--- src/rtl/rf_arb_pkg.sv ---
// Shared widths and the write-request record for the register-file write-port arbiter.
package rf_arb_pkg;

   localparam int REG_W    = 5;
   localparam int DATA_W   = 32;
   localparam int NUM_REGS = 32;

   typedef struct packed {
      logic [REG_W-1:0]  addr;
      logic [DATA_W-1:0] data;
   } wb_req_t;

endpackage

--- src/rtl/rf_arb_fifo.sv ---
// Long-latency result FIFO: DEPTH entries of {addr, data}, pointers carry an extra wrap bit
// so full and empty are distinguishable. Synchronous active-low reset empties it.
module rf_arb_fifo
   import rf_arb_pkg::*;
#(
   parameter int DEPTH = 2
) (
   input  logic    clk,
   input  logic    reset,
   input  logic    push_i,
   input  wb_req_t push_data_i,
   input  logic    pop_i,
   output logic    full_o,
   output logic    empty_o,
   output wb_req_t head_o
);

   localparam int AW = (DEPTH > 1) ? $clog2(DEPTH) : 1;

   wb_req_t        mem_q [DEPTH];
   logic [AW:0]    wr_ptr_q;
   logic [AW:0]    rd_ptr_q;

   // Pointer update; the caller never pushes when full nor pops when empty.
   always_ff @(posedge clk) begin
      if (!reset) begin
         wr_ptr_q <= '0;
         rd_ptr_q <= '0;
      end else begin
         if (push_i) begin
            wr_ptr_q <= wr_ptr_q + {{AW{1'b0}}, 1'b1};
         end
         if (pop_i) begin
            rd_ptr_q <= rd_ptr_q + {{AW{1'b0}}, 1'b1};
         end
      end
   end

   // Storage array, written at the write pointer.
   always_ff @(posedge clk) begin
      if (push_i) begin
         mem_q[wr_ptr_q[AW-1:0]] <= push_data_i;
      end
   end

   assign empty_o = (wr_ptr_q == rd_ptr_q);
   assign full_o  = (wr_ptr_q[AW] != rd_ptr_q[AW]) &&
                    (wr_ptr_q[AW-1:0] == rd_ptr_q[AW-1:0]);
   assign head_o  = mem_q[rd_ptr_q[AW-1:0]];

endmodule

--- src/rtl/rf_wb_arbiter.sv ---
// Shares the register-file write port between pipeline writeback and buffered LL results,
// tracks pending LL destinations and stalls issue. Optional same-cycle LL bypass: RF_ARB_BYPASS_EN.
module rf_wb_arbiter
   import rf_arb_pkg::*;
#(
   parameter int DEPTH      = 2,
   parameter int STARVE_MAX = 4
) (
   input  logic              clk,
   input  logic              reset,
   input  logic              iss_valid,
   input  logic              iss_ll,
   input  logic [REG_W-1:0]  iss_rs,
   input  logic [REG_W-1:0]  iss_rt,
   input  logic [REG_W-1:0]  iss_rd,
   output logic              iss_stall,
   input  logic              p_wr,
   input  logic [REG_W-1:0]  p_addr,
   input  logic [DATA_W-1:0] p_data,
   output logic              p_hold,
   input  logic              ll_valid,
   input  logic [REG_W-1:0]  ll_addr,
   input  logic [DATA_W-1:0] ll_data,
   output logic              ll_ready,
   output logic              rf_wr,
   output logic [REG_W-1:0]  rf_addr,
   output logic [DATA_W-1:0] rf_data
);

   localparam int CW = $clog2(DEPTH + 1);
   localparam int SW = $clog2(STARVE_MAX + 1);
   localparam logic [CW-1:0] CRED_FULL = CW'(DEPTH);
   localparam logic [SW-1:0] STARVE_LIM = SW'(STARVE_MAX);

   logic [NUM_REGS-1:1] sb_q, sb_d;
   logic [CW-1:0]       cred_q, cred_d;
   logic [SW-1:0]       starve_q, starve_d;
   logic [NUM_REGS-1:0] sb_s;

   logic    fifo_full_s, fifo_empty_s, push_s, pop_s;
   wb_req_t head_s, push_data_s;
   logic    p_req_s, h_req_s, head_zero_s, grant_f_s, bypass_s;
   logic    hazard_s, accept_s, cred_inc_s, cred_dec_s;

   rf_arb_fifo #(.DEPTH(DEPTH)) u_fifo (
      .clk         (clk),
      .reset       (reset),
      .push_i      (push_s),
      .push_data_i (push_data_s),
      .pop_i       (pop_s),
      .full_o      (fifo_full_s),
      .empty_o     (fifo_empty_s),
      .head_o      (head_s)
   );

   assign sb_s        = {sb_q, 1'b0};
   assign p_req_s     = p_wr && (p_addr != '0);
   assign h_req_s     = !fifo_empty_s && (head_s.addr != '0);
   assign head_zero_s = !fifo_empty_s && (head_s.addr == '0);
   assign grant_f_s   = reset && h_req_s && (!p_req_s || (starve_q == STARVE_LIM));

`ifdef RF_ARB_BYPASS_EN
   assign bypass_s    = reset && fifo_empty_s && !p_req_s && ll_valid;
`else
   assign bypass_s    = 1'b0;
`endif

   // Zero-address heads carry no write and drain regardless of arbitration.
   assign pop_s       = grant_f_s || (reset && head_zero_s);
   assign ll_ready    = reset && !fifo_full_s;
   assign push_s      = ll_valid && ll_ready && !bypass_s;
   assign push_data_s = '{addr: ll_addr, data: ll_data};

   assign hazard_s    = sb_s[iss_rs] | sb_s[iss_rt] | sb_s[iss_rd] |
                        (iss_ll && (cred_q == CRED_FULL));
   assign iss_stall   = !reset || (iss_valid && hazard_s);
   assign accept_s    = reset && iss_valid && !hazard_s;
   assign cred_inc_s  = accept_s && iss_ll;
   assign cred_dec_s  = pop_s || bypass_s;

   // Write-port mux: FIFO head, then pipeline, then (optionally) the bypassed LL result.
   always_comb begin
      rf_wr   = 1'b0;
      rf_addr = '0;
      rf_data = '0;
      p_hold  = 1'b0;
      if (grant_f_s) begin
         rf_wr   = 1'b1;
         rf_addr = head_s.addr;
         rf_data = head_s.data;
         p_hold  = p_req_s;
      end else if (reset && p_req_s) begin
         rf_wr   = 1'b1;
         rf_addr = p_addr;
         rf_data = p_data;
      end else if (bypass_s && (ll_addr != '0)) begin
         rf_wr   = 1'b1;
         rf_addr = ll_addr;
         rf_data = ll_data;
      end else begin
         rf_wr   = 1'b0;
      end
   end

   // Scoreboard, credit and starvation next state; an issue-set beats a same-cycle commit-clear.
   always_comb begin
      logic [NUM_REGS-1:0] sb_n;
      sb_n = sb_s;
      if (grant_f_s) begin
         sb_n[head_s.addr] = 1'b0;
      end else begin
         sb_n = sb_n;
      end
      if (bypass_s) begin
         sb_n[ll_addr] = 1'b0;
      end else begin
         sb_n = sb_n;
      end
      if (cred_inc_s) begin
         sb_n[iss_rd] = 1'b1;
      end else begin
         sb_n = sb_n;
      end
      sb_d = sb_n[NUM_REGS-1:1];

      case ({cred_inc_s, cred_dec_s})
         2'b10:   cred_d = cred_q + {{(CW-1){1'b0}}, 1'b1};
         2'b01:   cred_d = cred_q - {{(CW-1){1'b0}}, 1'b1};
         default: cred_d = cred_q;
      endcase

      if (fifo_empty_s || grant_f_s) begin
         starve_d = '0;
      end else if (h_req_s && (starve_q != STARVE_LIM)) begin
         starve_d = starve_q + {{(SW-1){1'b0}}, 1'b1};
      end else begin
         starve_d = starve_q;
      end
   end

   // State registers with synchronous active-low reset.
   always_ff @(posedge clk) begin
      if (!reset) begin
         sb_q     <= '0;
         cred_q   <= '0;
         starve_q <= '0;
      end else begin
         sb_q     <= sb_d;
         cred_q   <= cred_d;
         starve_q <= starve_d;
      end
   end

endmodule

--- config.mk ---
export PLATFORM = sky130hd
export DESIGN_NAME = rf_wb_arbiter
export DESIGN_NICKNAME = d
export VERILOG_FILES = /design/src/rtl/rf_arb_pkg.sv /design/src/rtl/rf_arb_fifo.sv /design/src/rtl/rf_wb_arbiter.sv
export SDC_FILE = /design/constraint.sdc
export NUM_CORES = 1
export LEC_CHECK = 0
export BUFFER_PORTS_ARGS = -buffer_cell sky130_fd_sc_hd__clkbuf_2
export CAP_MARGIN = 40
export CORE_AREA = 8 8 121 123
export DETAILED_ROUTE_END_ITERATION = 16
export DIE_AREA = 0 0 129 131
export HOLD_SLACK_MARGIN = 0.02
export MAX_ROUTING_LAYER = met4
export PLACE_DENSITY_LB_ADDON = 0.12
export REMOVE_ABC_BUFFERS = 1
export SLEW_MARGIN = 20
export SYNTH_ARGS = -nofsm -noshare
export SYNTH_HDL_FRONTEND = slang
export SYNTH_HIERARCHICAL = 1
export SYNTH_SLANG_ARGS = --single-unit
--- constraint.sdc ---
create_clock -name clk -period 5.3 [get_ports clk]
set_input_delay 1.59 -clock clk [delete_from_list [all_inputs] [get_ports clk]]
set_output_delay 1.59 -clock clk [all_outputs]
set_load 0.005 [all_outputs]
Word-level counts from Yosys, hierarchy flattened

Memories as Yosys holds them, arrays and structs flattened. A register that Yosys moved wholly into a read port is not among the register bits.
Cells that the tools add are included.

Bits in registers: 40
RAM bits: 74
Input bits: 95
Memories kept: 1

Memory list:

| name         | words | bits a word | rd ports | clocked after memory_dff | write ports | RTL line          | RTL |
|---|---|---|---|---|---|---|---|
| u_fifo.mem_q | 2     | 37          | 1        | 1                        | 1           | rf_arb_fifo.sv:20 | `wb_req_t mem_q [DEPTH];` |

$add $sub $neg: 5
Magnitude comparators: 6
Equal/unequal tests: 8
Mux-type cells: 24
Bitwise logic cells: 7
Reductions and logical operators: 32

Operators with widths:

| operator              | count |
|---|---|
| $mux W32              | 4 |
| $and A32 B32 Y32      | 1 |
| $not A32 Y32          | 1 |
| $or A32 B32 Y32       | 1 |
| $lt A5 B6 Y1 const B  | 4 |
| $logic_and A1 B1 Y1   | 18 |
| $bmux W1 S5           | 3 |
| $mux W1               | 12 |
| $demux W1 S5          | 2 |
| $ge A5 B1 Y1 const B  | 2 |
| $mux W5               | 2 |
| $reduce_bool A5 Y1    | 2 |
| $add A2 B1 Y2 const B | 3 |
| $logic_not A1 Y1      | 5 |
| $logic_not A5 Y1      | 1 |
| $eq A2 B2 Y1 const B  | 2 |
| $logic_or A1 B1 Y1    | 4 |
| $pmux W2 S2           | 1 |
| $add A3 B1 Y3 const B | 1 |
| $eq A3 B3 Y1 const B  | 1 |
| $ne A3 B3 Y1 const B  | 1 |
| $or A1 B1 Y1          | 3 |
| $eq A2 B1 Y1 const B  | 1 |
| $eq A2 B2 Y1          | 1 |
| 6 further kinds       | 6 |

Longest topological paths before layout

Gate-level depths: netlist of run 1.

Depth after elaboration: 10
Mapped depth: 13
Gate-level depth less buffers: 10

Cells and area by module

The synthesis of run 1 kept the hierarchy.

Modules (own cells, without submodules):

| module        | instances | cells an instance | area each (µm²) | seq. area each (µm²) |
|---|---|---|---|---|
| rf_wb_arbiter | 1         | 414               | 3173.0          | 720.7 |
| rf_arb_fifo   | 1         | 138               | 3039.2          | 2322.2 |

Least setup slack after synthesis of run 1

Ideal clock, no wire load.

Path kind: input to output
Start point: input iss_rd[1]
End point: output iss_stall
Arrival time: 3.529 ns
Required time: 3.710 ns
Setup slack: 0.181 ns
Cell stages on the path: 8
Cell sequence: buf_2 -> mux4_2 -> a21oi_1 -> nor2_1 -> or4_1 -> clkbuf_1 -> buf_2 -> o31a_1

Cells in the longest elaborated chain, start to end: 6

Ends and longest elaborated chain:

| what                          | RTL line            | RTL |
|---|---|---|
| start, declared               | rf_wb_arbiter.sv:15 | `input logic [REG_W-1:0] iss_rd,` |
| $bmux W1 S5                   | rf_wb_arbiter.sv:74 | `assign hazard_s = sb_s[iss_rs] \| sb_s[iss_rt] \| sb_s[iss_rd] \|` |
| $mux W1 (not written as such) | rf_wb_arbiter.sv:74 |  |
| $or A1 B1 Y1 (2 in series)    | rf_wb_arbiter.sv:74 |  |
| $logic_and A1 B1 Y1           | rf_wb_arbiter.sv:76 | `assign iss_stall = !reset \|\| (iss_valid && hazard_s);` |
| $logic_or A1 B1 Y1            | rf_wb_arbiter.sv:76 |  |
| end, declared                 | rf_wb_arbiter.sv:16 | `output logic iss_stall,` |

Every way passes these cells. The select of a mux whose other input is x is not followed.

Worst setup path in the final report of run 1

Start point: input iss_rs[0]
End point: output iss_stall

Cells in the longest elaborated chain, start to end: 7

Ends and longest elaborated chain:

| what                          | RTL line            | RTL |
|---|---|---|
| start, declared               | rf_wb_arbiter.sv:13 | `input logic [REG_W-1:0] iss_rs,` |
| $bmux W1 S5                   | rf_wb_arbiter.sv:74 |  |
| $mux W1 (not written as such) | rf_wb_arbiter.sv:74 |  |
| $or A1 B1 Y1 (3 in series)    | rf_wb_arbiter.sv:74 |  |
| $logic_and A1 B1 Y1           | rf_wb_arbiter.sv:76 |  |
| $logic_or A1 B1 Y1            | rf_wb_arbiter.sv:76 |  |

Every way passes these cells. The select of a mux whose other input is x is not followed.

==> impl_metrics.yaml, run 1 <==
run_status:
  status: "finished clean"
pwr:
  power.share.sequential: 0.398
  pwr-share-clk: 0.492
  peakVddDrop_v: 0.000195
  power_frac_comb: 0.110
  power_w: 0.00250
  internal_power_w: 0.00195
  p_sw_frac: 0.218
  powerDensity_mw_per_mm2: 323
  power_leakage_nw: 2.98
  p_sw_w: 0.000545
logic_synthesis:
  async_flop_share: 0
  yosys.area_share.simple: 0.138
  synth-xor-area-share: 0.00987
  synth_seq_area_share: 0.490
  synth_area_sq_mm: 0.00621
  synth_edf_count: 74
  yosys_most_used_dff: "edfxtp_1"
  synth.area.mux_share: 0.170
  ys_seq_elements: 115
  yosysWarnings: 6
  synth_compound_area_frac: 0.140
  avgSynthCellArea_sq_um: 11.3
  synth_top_family_by_area: "multiplexers"
  synth_fa_ha_area_frac: 0.00604
  ys_types: 51
  syn_inst: 552
setup_path:
  crit_slowest_cell: "mux4_2"
  cpPeakStageDelay_ps: 530
  start_kind: "input pin"
  critPathCaptureType: "output pin"
  cp.required_ps: 3710
  critPathMaxFanout: 6
  worstPathBufferInverterCount: 2
  worstSetupPathType: "in2out"
  crit_chain: "buf_2 -> mux4_2 -> a2bb2oi_1 -> nand4b_1 -> o211ai_1 -> or4_1 -> o31a_1 -> clkbuf_2"
  worstPathArrival_ps: 3600
  path_delay_family: "compound AO/OA/AOI/OAI gates"
route:
  wl_met2_um: 7800
  ant_nets: 0
  highest_layer: "met4"
  first_iter_violations: 374
  drt-wirelength-per-cell_um: 18.8
  met3_length_um: 1030
  vias: 5007
  firstDrtPassIters: 7
  routed_via_density: 5.74
  wl_um: 16400
  drc: 0
  m1WireLength_um: 7220
place:
  pre_cts_ws_ps: 8.25
  dp.cells: 840
  gp_congestion: 0.893
  hpwl_um: 12100
  portBuffers: 135
clock_tree:
  post_cts_buffers: 0
  cts_tree: "yes"
  hold_buffers: 0
  clk_path_buf_depth: 2
  htree_levels: 4
  clock_sinks: 115
  cts_buffers: 17
  clockRootBuffer: "clkbuf_16"
  clock_latency_ps: 400
  clk_pin_slew_ps: 50
cells_and_area:
  n_antenna_cell: 0
  area_delta_synth_final_pct: 24.6
  final_nets: 781
  finalNonFillerCells: 872
  drive_gt1_frac: 0.352
floorplanning:
  die_area_sq_mm: 0.0169
  pin_count: 136
  die_h_um: 131
  start_util: 0.483
  fp.dieW_um: 129
  core_area_sq_mm: 0.0129
  num_rows: 42
sta:
  whs_ps: 492
  drv_slew: 0
  hold_viol: 0
  maxSlewHeadroom: 0.500
  tightest_slew_ps: 744
  setup_slack_ps: 109
  min_period_over_period: 0.979
  clock_skew_ps: 9.67
  min_period_ps: 5190
  tns_ps: 0
  max_freq_mhz: 193
  rsz0062_at_grt: "false"
  setup_viol: 0
flow_run:
  maxCapViolations: 0
global_route:
  grt_pass1_vias: 5247
  grt_start_max_net_pins: 42
  groute.usage.overall: 0.203
  overflow: 0
  grt_pass1_wl_um: 26400
  antenna_found_initial: 0
hold_path:
  hold_class: "reg2reg"
[cell usage after synthesis (4+ instances only)]
| master | instances | share of area |
|---|---|---|
| buf_6 | 5 | 0.0091 |
| nor2_1 | 17 | 0.010 |
| mux2_4 | 30 | 0.073 |
| mux2i_1 | 18 | 0.029 |
| nor2b_1 | 11 | 0.011 |
| o21ai_0 | 40 | 0.032 |
| nor3_1 | 6 | 0.0048 |
| dfxtp_1 | 41 | 0.13 |
| edfxtp_1 | 74 | 0.36 |
| nand2b_1 | 6 | 0.0060 |
| nand4b_1 | 4 | 0.0056 |
| nand3_1 | 9 | 0.0073 |
| o211ai_1 | 33 | 0.040 |
| buf_2 | 7 | 0.0056 |
| clkbuf_1 | 27 | 0.016 |
| nand3b_1 | 6 | 0.0073 |
| and2_1 | 6 | 0.0060 |
| or4_1 | 4 | 0.0048 |
| inv_1 | 6 | 0.0036 |
| o41ai_1 | 30 | 0.042 |
| mux4_2 | 10 | 0.036 |
| xor2_1 | 4 | 0.0056 |
| nand2_1 | 96 | 0.058 |
| mux2_2 | 13 | 0.024 |
| a21oi_1 | 5 | 0.0040 |
[metrics by stage]
| step | area [sq um] | utilization |
|---|---|---|
| after floorplan | 5950 | - |
| after global placement | 7060 | 0.548 |
| after detailed placement | 7080 | 0.550 |
| after CTS | 7740 | 0.601 |
| after global routing | 7740 | 0.601 |
| final | 7740 | 0.601 |
[state kept, by name, summed over array words and instances, names as in the netlist, named ones only]
| signal | flops |
|---|---|
| sb_q | 31 |
| starve_q | 3 |
| u_fifo/wr_ptr_q | 2 |
| cred_q | 2 |
| u_fifo/rd_ptr_q | 2 |
| u_fifo/mem_q | 74 |
[logic make-up (layout without fill, tap and decap cells)]
family,after synthesis,in the layout
simple gates,179,179
compound gates,125,125
flops,115,115
mux,73,73
buf+inv,50,194
xor+xnor,7,7
fa+ha+maj,3,3
[worst reg2reg max path, delay by kind of cell, from the launching register on]
family	cells	cell delay, ps
AOI/OAI and AO/OA	3	560
adders and majority gates	1	330
DFF	1	610
muxes	1	480
and+or+nand+nor	3	1490
[layout make-up]
| cell class | count | area (sq um) |
|---|---|---|
| Sequential cell | 115 | 3040 |
| Timing Repair Buffer | 156 | 898 |
| Fill cell | 1074 | 5130 |
| Clock buffer | 25 | 538 |
| Inverter | 6 | 22.5 |
| Clock inverter | 7 | 116 |
| Multi-Input combinational cell | 387 | 2900 |
| Tap cell | 176 | 220 |
[power by group through the flow]
stage          registers [W]  logic, W  clock network (W)
4_1_cts             0.000995  0.000275            0.00124
5_1_grt             0.000996  0.000301            0.00128
6_report            0.000995  0.000274            0.00123
3_5_place_dp         0.00101  0.000273                  0
2_1_floorplan        0.00101  0.000136                  0
3_3_place_gp         0.00101  0.000268                  0
[worst paths after layout]
check | start | end | slack [ps] | cells after the start
worst max-delay path | iss_rs[0] | iss_stall | 110 | 8
worst max register to register | flip-flop | cred_q[1] | 1760 | 8
worst min-delay path | u_fifo/wr_ptr_q[1] | u_fifo/wr_ptr_q[1] | 490 | 2
worst min register to register | u_fifo/wr_ptr_q[1] | u_fifo/wr_ptr_q[1] | 490 | 2
[layer usage]
layer,global-route usage,vias to the layer above
met2,0.320,217
met1,0.253,2404
li1,-,2364
met4,0.0753,0
met5,-,-
met3,0.0459,22
[cells in the final DEF, fill, tap and decap left out, types with 16 or more instances in the layout]
cell type	Yosys	layout
nand2_1	96	96
o21ai_0	40	40
clkbuf_2	0	132
clkbuf_16	0	19
o41ai_1	30	30
mux2_4	30	30
dfxtp_1	41	40
buf_4	1	16
mux2i_1	18	18
nor2_1	17	17
o211ai_1	33	33
edfxtp_1	74	74
[what timing repair did]
action / 4_1_cts / 5_1_grt
setup endpoints to repair: 1 / 1
resized for setup: 1 / 5
pin swaps: 0 / 0
gates cloned: 0 / 0
(Power assumes the default switching activity.)
==> run 2: changes to the inputs <==
==> constraint.sdc (replaced) <==
create_clock -name clk -period 5.3 [get_ports clk]
set_input_delay 0 -clock clk [delete_from_list [all_inputs] [get_ports clk]]
set_output_delay 0 -clock clk [all_outputs]
set_load 0.005 [all_outputs]
==> run 2 against run 1 <==
Effect of this change:
- count of clock-buffer cells in the layout is 8 lower
- global-route usage grew 0.63 points
- combinational power grew 6%
- sequential cell count unchanged
- clock skew increased by 8.3 ps
- first-iteration DRC count shrank 4.0%
- sequential power down 0.5%
- power shrank 2.3%
- clock power down 6%
- register-to-register slack worse by 40 ps
- wire length up 0.30%
==> impl_metrics.yaml, run 2 (synthesis results as in run 1) <==
floorplanning:
  num_rows: 42
  die_area_sq_mm: 0.0169
  die_h_um: 131
  start_util: 0.483
  pin_count: 136
  core_area_sq_mm: 0.0129
  fp.dieW_um: 129
sta:
  max_freq_mhz: 276
  hold_viol: 0
  tightest_slew_ps: 741
  min_period_ps: 3630
  setup_viol: 0
  maxSlewHeadroom: 0.506
  min_period_over_period: 0.684
  setup_slack_ps: 1670
  whs_ps: 40.4
  drv_slew: 0
  rsz0062_at_grt: "false"
  clock_skew_ps: 18.0
  tns_ps: 0
run_status:
  status: "finished clean"
route:
  first_iter_violations: 359
  ant_nets: 0
  drt-wirelength-per-cell_um: 18.3
  vias: 5070
  routed_via_density: 5.66
  wl_um: 16400
  firstDrtPassIters: 5
  drc: 0
pwr:
  peakVddDrop_v: 0.000211
  powerDensity_mw_per_mm2: 307
  power_leakage_nw: 3.03
setup_path:
  critPathMaxFanout: 82
  cp.required_ps: 5300
  r2r_end: "cred_q[1]"
  worstSetupPathType: "reg2out"
  r2r_setup_slack_ps: 1720
  start_kind: "flip-flop"
  r2r_cells: 9
  critPathCaptureType: "output pin"
  worstPathArrival_ps: 3630
global_route:
  grt_start_max_net_pins: 83
  grt_pass1_vias: 5335
  groute.usage.overall: 0.210
  antenna_found_initial: 0
  overflow: 0
  grt_pass1_wl_um: 26900
place:
  dpl_cell_area_sq_mm: 0.00694
  gp_congestion: 0.905
  hpwl_um: 11200
  dp.cells: 826
  portBuffers: 135
  pre_cts_ws_ps: 1710
cells_and_area:
  largest_reg_flops: 74
  final_nets: 805
  area_delta_synth_final_pct: 27.8
  final_common_cell: "clkbuf_2"
  fill_cells: 1036
  finalNonFillerCells: 896
  drive_gt1_frac: 0.325
  design_area_sq_mm: 0.00794
  layout_common_cells: "135 x clkbuf_2, 96 x nand2_1, 74 x edfxtp_1, 40 x o21ai_0, 40 x dfxtp_1"
  n_antenna_cell: 0
clock_tree:
  clk_path_buf_depth: 2
  clock_latency_ps: 420
  cts_buffers: 17
  post_cts_resized: 0
  clockRootBuffer: "clkbuf_16"
  cts_tree: "yes"
  htree_levels: 4
  clk_pin_slew_ps: 60
  post_cts_buffers: 0
  clock_sinks: 115
hold_path:
  min_to: "u_fifo/wr_ptr_q[1]"
  min_path_cells: 4
  hold_start: "ll_valid"
  hold_class: "in2reg"
flow_run:
  maxCapViolations: 0
==> run 2: how the worst max path moves through the flow <==
stage	startpoint	end	slack, ps	cells after the start
after floorplan	flip-flop	sb_q[8]	-200	7
final	flip-flop	rf_addr[0]	1670	8
after global placement	flip-flop	cred_q[1]	1800	9
after CTS	flip-flop	rf_data[11]	1640	9
after detailed placement	flip-flop	cred_q[1]	1710	9
after global routing	flip-flop	rf_addr[0]	1370	8
==> run 2: critical path, cell delays in order (launching register included) <==
cell and delay, ps:
dfxtp_2 310, buf_4 530, mux2_2 480, or3_1 440
nor3_1 490, a211oi_4 70, buf_4 350, o21ai_0 340
clkbuf_2 170
==> run 2: layer usage <==
layer	vias to the layer above	GRT usage	wire length, um
met5	-	-	0
met4	0	0.0885	409
met3	25	0.0442	878
met2	188	0.334	7890
met1	2438	0.255	7230
li1	2419	-	-
==> run 2: layout make-up <==
| class | instances | area, sq um | share of cell area |
|---|---|---|---|
| Timing Repair Buffer | 180 | 1140 | 0.144 |
| Clock inverter | 15 | 181 | 0.0229 |
| Multi-Input combinational cell | 387 | 2900 | 0.365 |
| Tap cell | 176 | 220 | 0.0277 |
| Clock buffer | 17 | 425 | 0.0536 |
| Inverter | 6 | 22.5 | 0.00284 |
| Sequential cell | 115 | 3040 | 0.384 |
==> run 2: through the flow <==
stage,util,power [W]
after floorplan,-,0.00115
after detailed placement,0.539,0.00128
after global routing,0.616,0.00252
final,0.616,0.00244
after global placement,0.536,0.00127
after CTS,0.615,0.00245
==> run 2: what timing repair did <==
action	in CTS	in global routing
hold buffers	37	0
hold endpoints to repair	74	0
setup endpoints to repair	0	0
==> run 2: where the power goes <==
group          total, W  switching [W]  internal [W]  leakage [nW]
Clock           0.00116       0.000417      0.000740         0.283
Sequential     0.000990     0.00000964      0.000981          1.01
Combinational  0.000291       0.000157      0.000134          1.73
Total           0.00244       0.000584       0.00185          3.03
==> run 3: changes to the inputs <==
--- a/config.mk
+++ b/config.mk
@@ -5,11 +5,12 @@
 export SDC_FILE = /design/constraint.sdc
 export NUM_CORES = 1
 export LEC_CHECK = 0
+export ABC_AREA = 1
 export BUFFER_PORTS_ARGS = -buffer_cell sky130_fd_sc_hd__clkbuf_2
 export CAP_MARGIN = 40
-export CORE_AREA = 8 8 121 123
+export CORE_AREA = 8 8 124 126
 export DETAILED_ROUTE_END_ITERATION = 16
-export DIE_AREA = 0 0 129 131
+export DIE_AREA = 0 0 132 134
 export HOLD_SLACK_MARGIN = 0.02
 export MAX_ROUTING_LAYER = met4
 export PLACE_DENSITY_LB_ADDON = 0.12
==> constraint.sdc (replaced) <==
create_clock -name clk -period 3.76 [get_ports clk]
set_input_delay 0 -clock clk [delete_from_list [all_inputs] [get_ports clk]]
set_output_delay 0 -clock clk [all_outputs]
set_load 0.005 [all_outputs]
==> run 3 against run 2 <==
Effect of this change:
- wire length is 9.0% higher
- register-to-register slack worse by 970 ps
- non-clock buffer count is 2 higher
- clock skew is 12 ps lower
- die area is 4.7% higher
- count of clock-buffer cells in the layout is 1 higher
- worst setup slack worse by 980 ps
==> impl_metrics.yaml, run 3 <==
run_status:
  status: "finished clean"
sta:
  setup_slack_ps: 694
  rsz0062_at_grt: "false"
  hold_viol: 0
  min_period_over_period: 0.815
  maxSlewHeadroom: 0.547
  drv_slew: 0
  min_period_ps: 3070
  max_freq_mhz: 326
  setup_viol: 0
  clock_skew_ps: 5.79
  tightest_slew_ps: 673
clock_tree:
  post_cts_buffers: 0
  clk_path_buf_depth: 2
  post_cts_resized: 0
  htree_levels: 4
  clockRootBuffer: "clkbuf_16"
  cts_buffers: 17
  clock_latency_ps: 410
  clk_pin_slew_ps: 60
  hold_buffers: 38
  clock_sinks: 115
  cts_tree: "yes"
cells_and_area:
  layout_common_cells: "271 x nand2_1, 135 x clkbuf_2, 108 x inv_1, 93 x nand3_1, 74 x edfxtp_1"
  drive_gt1_frac: 0.200
  fill_cells: 1233
  largest_reg_flops: 74
  final_common_cell: "nand2_1"
  final_nets: 1132
  area_delta_synth_final_pct: 25.1
  utilization: 0.609
route:
  vias: 6366
  drt-wirelength-per-cell_um: 14.6
  firstDrtPassIters: 5
  drc: 0
  first_iter_violations: 355
  wl_um: 17900
  ant_nets: 0
  routed_via_density: 5.18
setup_path:
  crit_chain: "o21ai_0 -> nor3_2 -> nand2_1 -> nand2_1 -> inv_1 -> nand2_1 -> buf_4 -> nand3_1 -> nand2_1 -> clkbuf_2"
  worstSetupPathType: "reg2out"
  worstPathArrival_ps: 3070
  crit_slowest_cell: "dfxtp_2"
  critPathMaxFanout: 43
  crit_cells: 10
  worstPathBufferInverterCount: 3
  r2r_cells: 10
  cp.required_ps: 3760
  start_kind: "flip-flop"
  critPathCaptureType: "output pin"
  cpPeakStageDelay_ps: 640
  path_delay_family: "simple AND/OR/NAND/NOR gates"
  cp_common_cell: "nand2_1"
flow_run:
  maxCapViolations: 0
global_route:
  grt_pass1_vias: 6096
  grt_pass1_wl_um: 29800
  antenna_found_initial: 1
  grt_use_met1: 0.260
  met3_usage: 0.0527
  grt_use_met2: 0.335
  top_usage_layer: "met2"
  groute.usage.overall: 0.214
  overflow: 0
  grt_start_max_net_pins: 44
pwr:
  internal_power_w: 0.00258
  powerDensity_mw_per_mm2: 419
  pwr-share-clk: 0.465
  peakVddDrop_v: 0.000342
  p_sw_w: 0.000864
  power.share.sequential: 0.407
  power_frac_comb: 0.128
  p_sw_frac: 0.251
  power_leakage_nw: 3.62
floorplanning:
  core_area_sq_mm: 0.0135
  die_h_um: 134
  die_area_sq_mm: 0.0177
  num_rows: 43
  fp.dieW_um: 132
  pin_count: 136
  start_util: 0.487
logic_synthesis:
  avgSynthCellArea_sq_um: 7.50
  yosys_most_used_dff: "edfxtp_1"
  synth_seq_area_share: 0.463
  synth.most_common_cell: "nand2_1"
  syn_inst: 877
  synth_commonest_cells: "271 x nand2_1, 108 x inv_1, 93 x nand3_1"
  ys_seq_elements: 115
  synth_area_leaders: "edfxtp_1 34%, nand2_1 15%, dfxtp_1 12%"
  synth_area_sq_mm: 0.00658
  yosysTopAreaCell: "edfxtp_1"
  async_flop_share: 0
  synth_edf_count: 74
  synth_top_area_share: 0.338
  yosysWarnings: 6
  ys_types: 30
hold_path:
  hold_class: "in2reg"
  min_path_cells: 4
place:
  gp_congestion: 0.950
  pre_cts_ws_ps: 789
  portBuffers: 135
  hpwl_um: 12700
-- run 3: cell count changes in the layout (fill, tap and decap cells not counted), moves of 20 or more --
cell | previous run | this run
o41ai_1 | 30 | 0
nand2_1 | 96 | 271
a21oi_1 | 5 | 39
o21ai_0 | 40 | 61
o211ai_1 | 33 | 1
nand3_1 | 9 | 93
nor2_1 | 17 | 53
nand4_1 | 1 | 34
mux2_4 | 30 | 0
inv_1 | 6 | 108
o21ai_2 | 0 | 20
-- run 3: metal layers --
layer  vias to the layer above  part of all wire
met5                         -                 0
met1                      2889              0.45
met2                       232              0.47
met3                        30             0.063
met4                         0             0.020
li1                       3215                 -
-- run 3: logic make-up after synthesis --
kind of cell,count (synthesis),synth area share
AO/OA/AOI/OAI,129,0.111
flip-flops,115,0.463
buffers and inverters,157,0.111
AND/OR/NAND/NOR,472,0.308
adder cells (fa/ha/maj),3,0.00571
XOR/XNOR,1,0.00133
-- run 3: layout make-up --
class                           count  area, sq um  share of cell area
Tap cell                          180          225              0.0274
Clock inverter                     14          163              0.0198
Timing Repair Buffer              182         1120               0.137
Inverter                          113          424              0.0516
Sequential cell                   115         3040               0.370
Multi-Input combinational cell    605         2810               0.342
Antenna cell                        1         2.50            0.000304
Clock buffer                       18          429              0.0522
-- run 3: power groups by stage --
stage               clock (W)  combinational [W]  sequential, W
detailed placement          0           0.000406        0.00143
floorplan                   0           0.000212        0.00143
CTS                   0.00162           0.000440        0.00140
global placement            0           0.000403        0.00143
finish                0.00160           0.000441        0.00140
global route          0.00167           0.000494        0.00141
-- run 3: worst min-delay path, delay by kind of cell --
family,cells,cell delay (ps)
AND/OR/NAND/NOR,2,220
AO/OA/AOI/OAI,1,130
buffers and inverters,1,80
-- run 3: final timing paths --
kind,endpoint,startpoint,slack [ps]
setup / recovery,rf_data[15],flip-flop,690
hold / removal,u_fifo/wr_ptr_q[1],ll_valid,50
setup reg to reg,cred_q[1],flip-flop,750
hold reg to reg,cred_q[1],cred_q[1],460
-- run 3: metrics by stage --
| stage | setup TNS [ps] | instances | total power, W | area (sq um) | hold WS, ps |
|---|---|---|---|---|---|
| after CTS | 0 | 1227 | 0.00346 | 8220 | 37.4 |
| after floorplan | -38860 | 833 | 0.00164 | 6270 | 45.4 |
| after global placement | 0 | 1157 | 0.00183 | 7250 | 191 |
| after detailed placement | 0 | 1157 | 0.00183 | 7250 | 193 |
| after global routing | 0 | 1228 | 0.00357 | 8220 | 65.1 |
| final | 0 | 1228 | 0.00344 | 8220 | 47.9 |
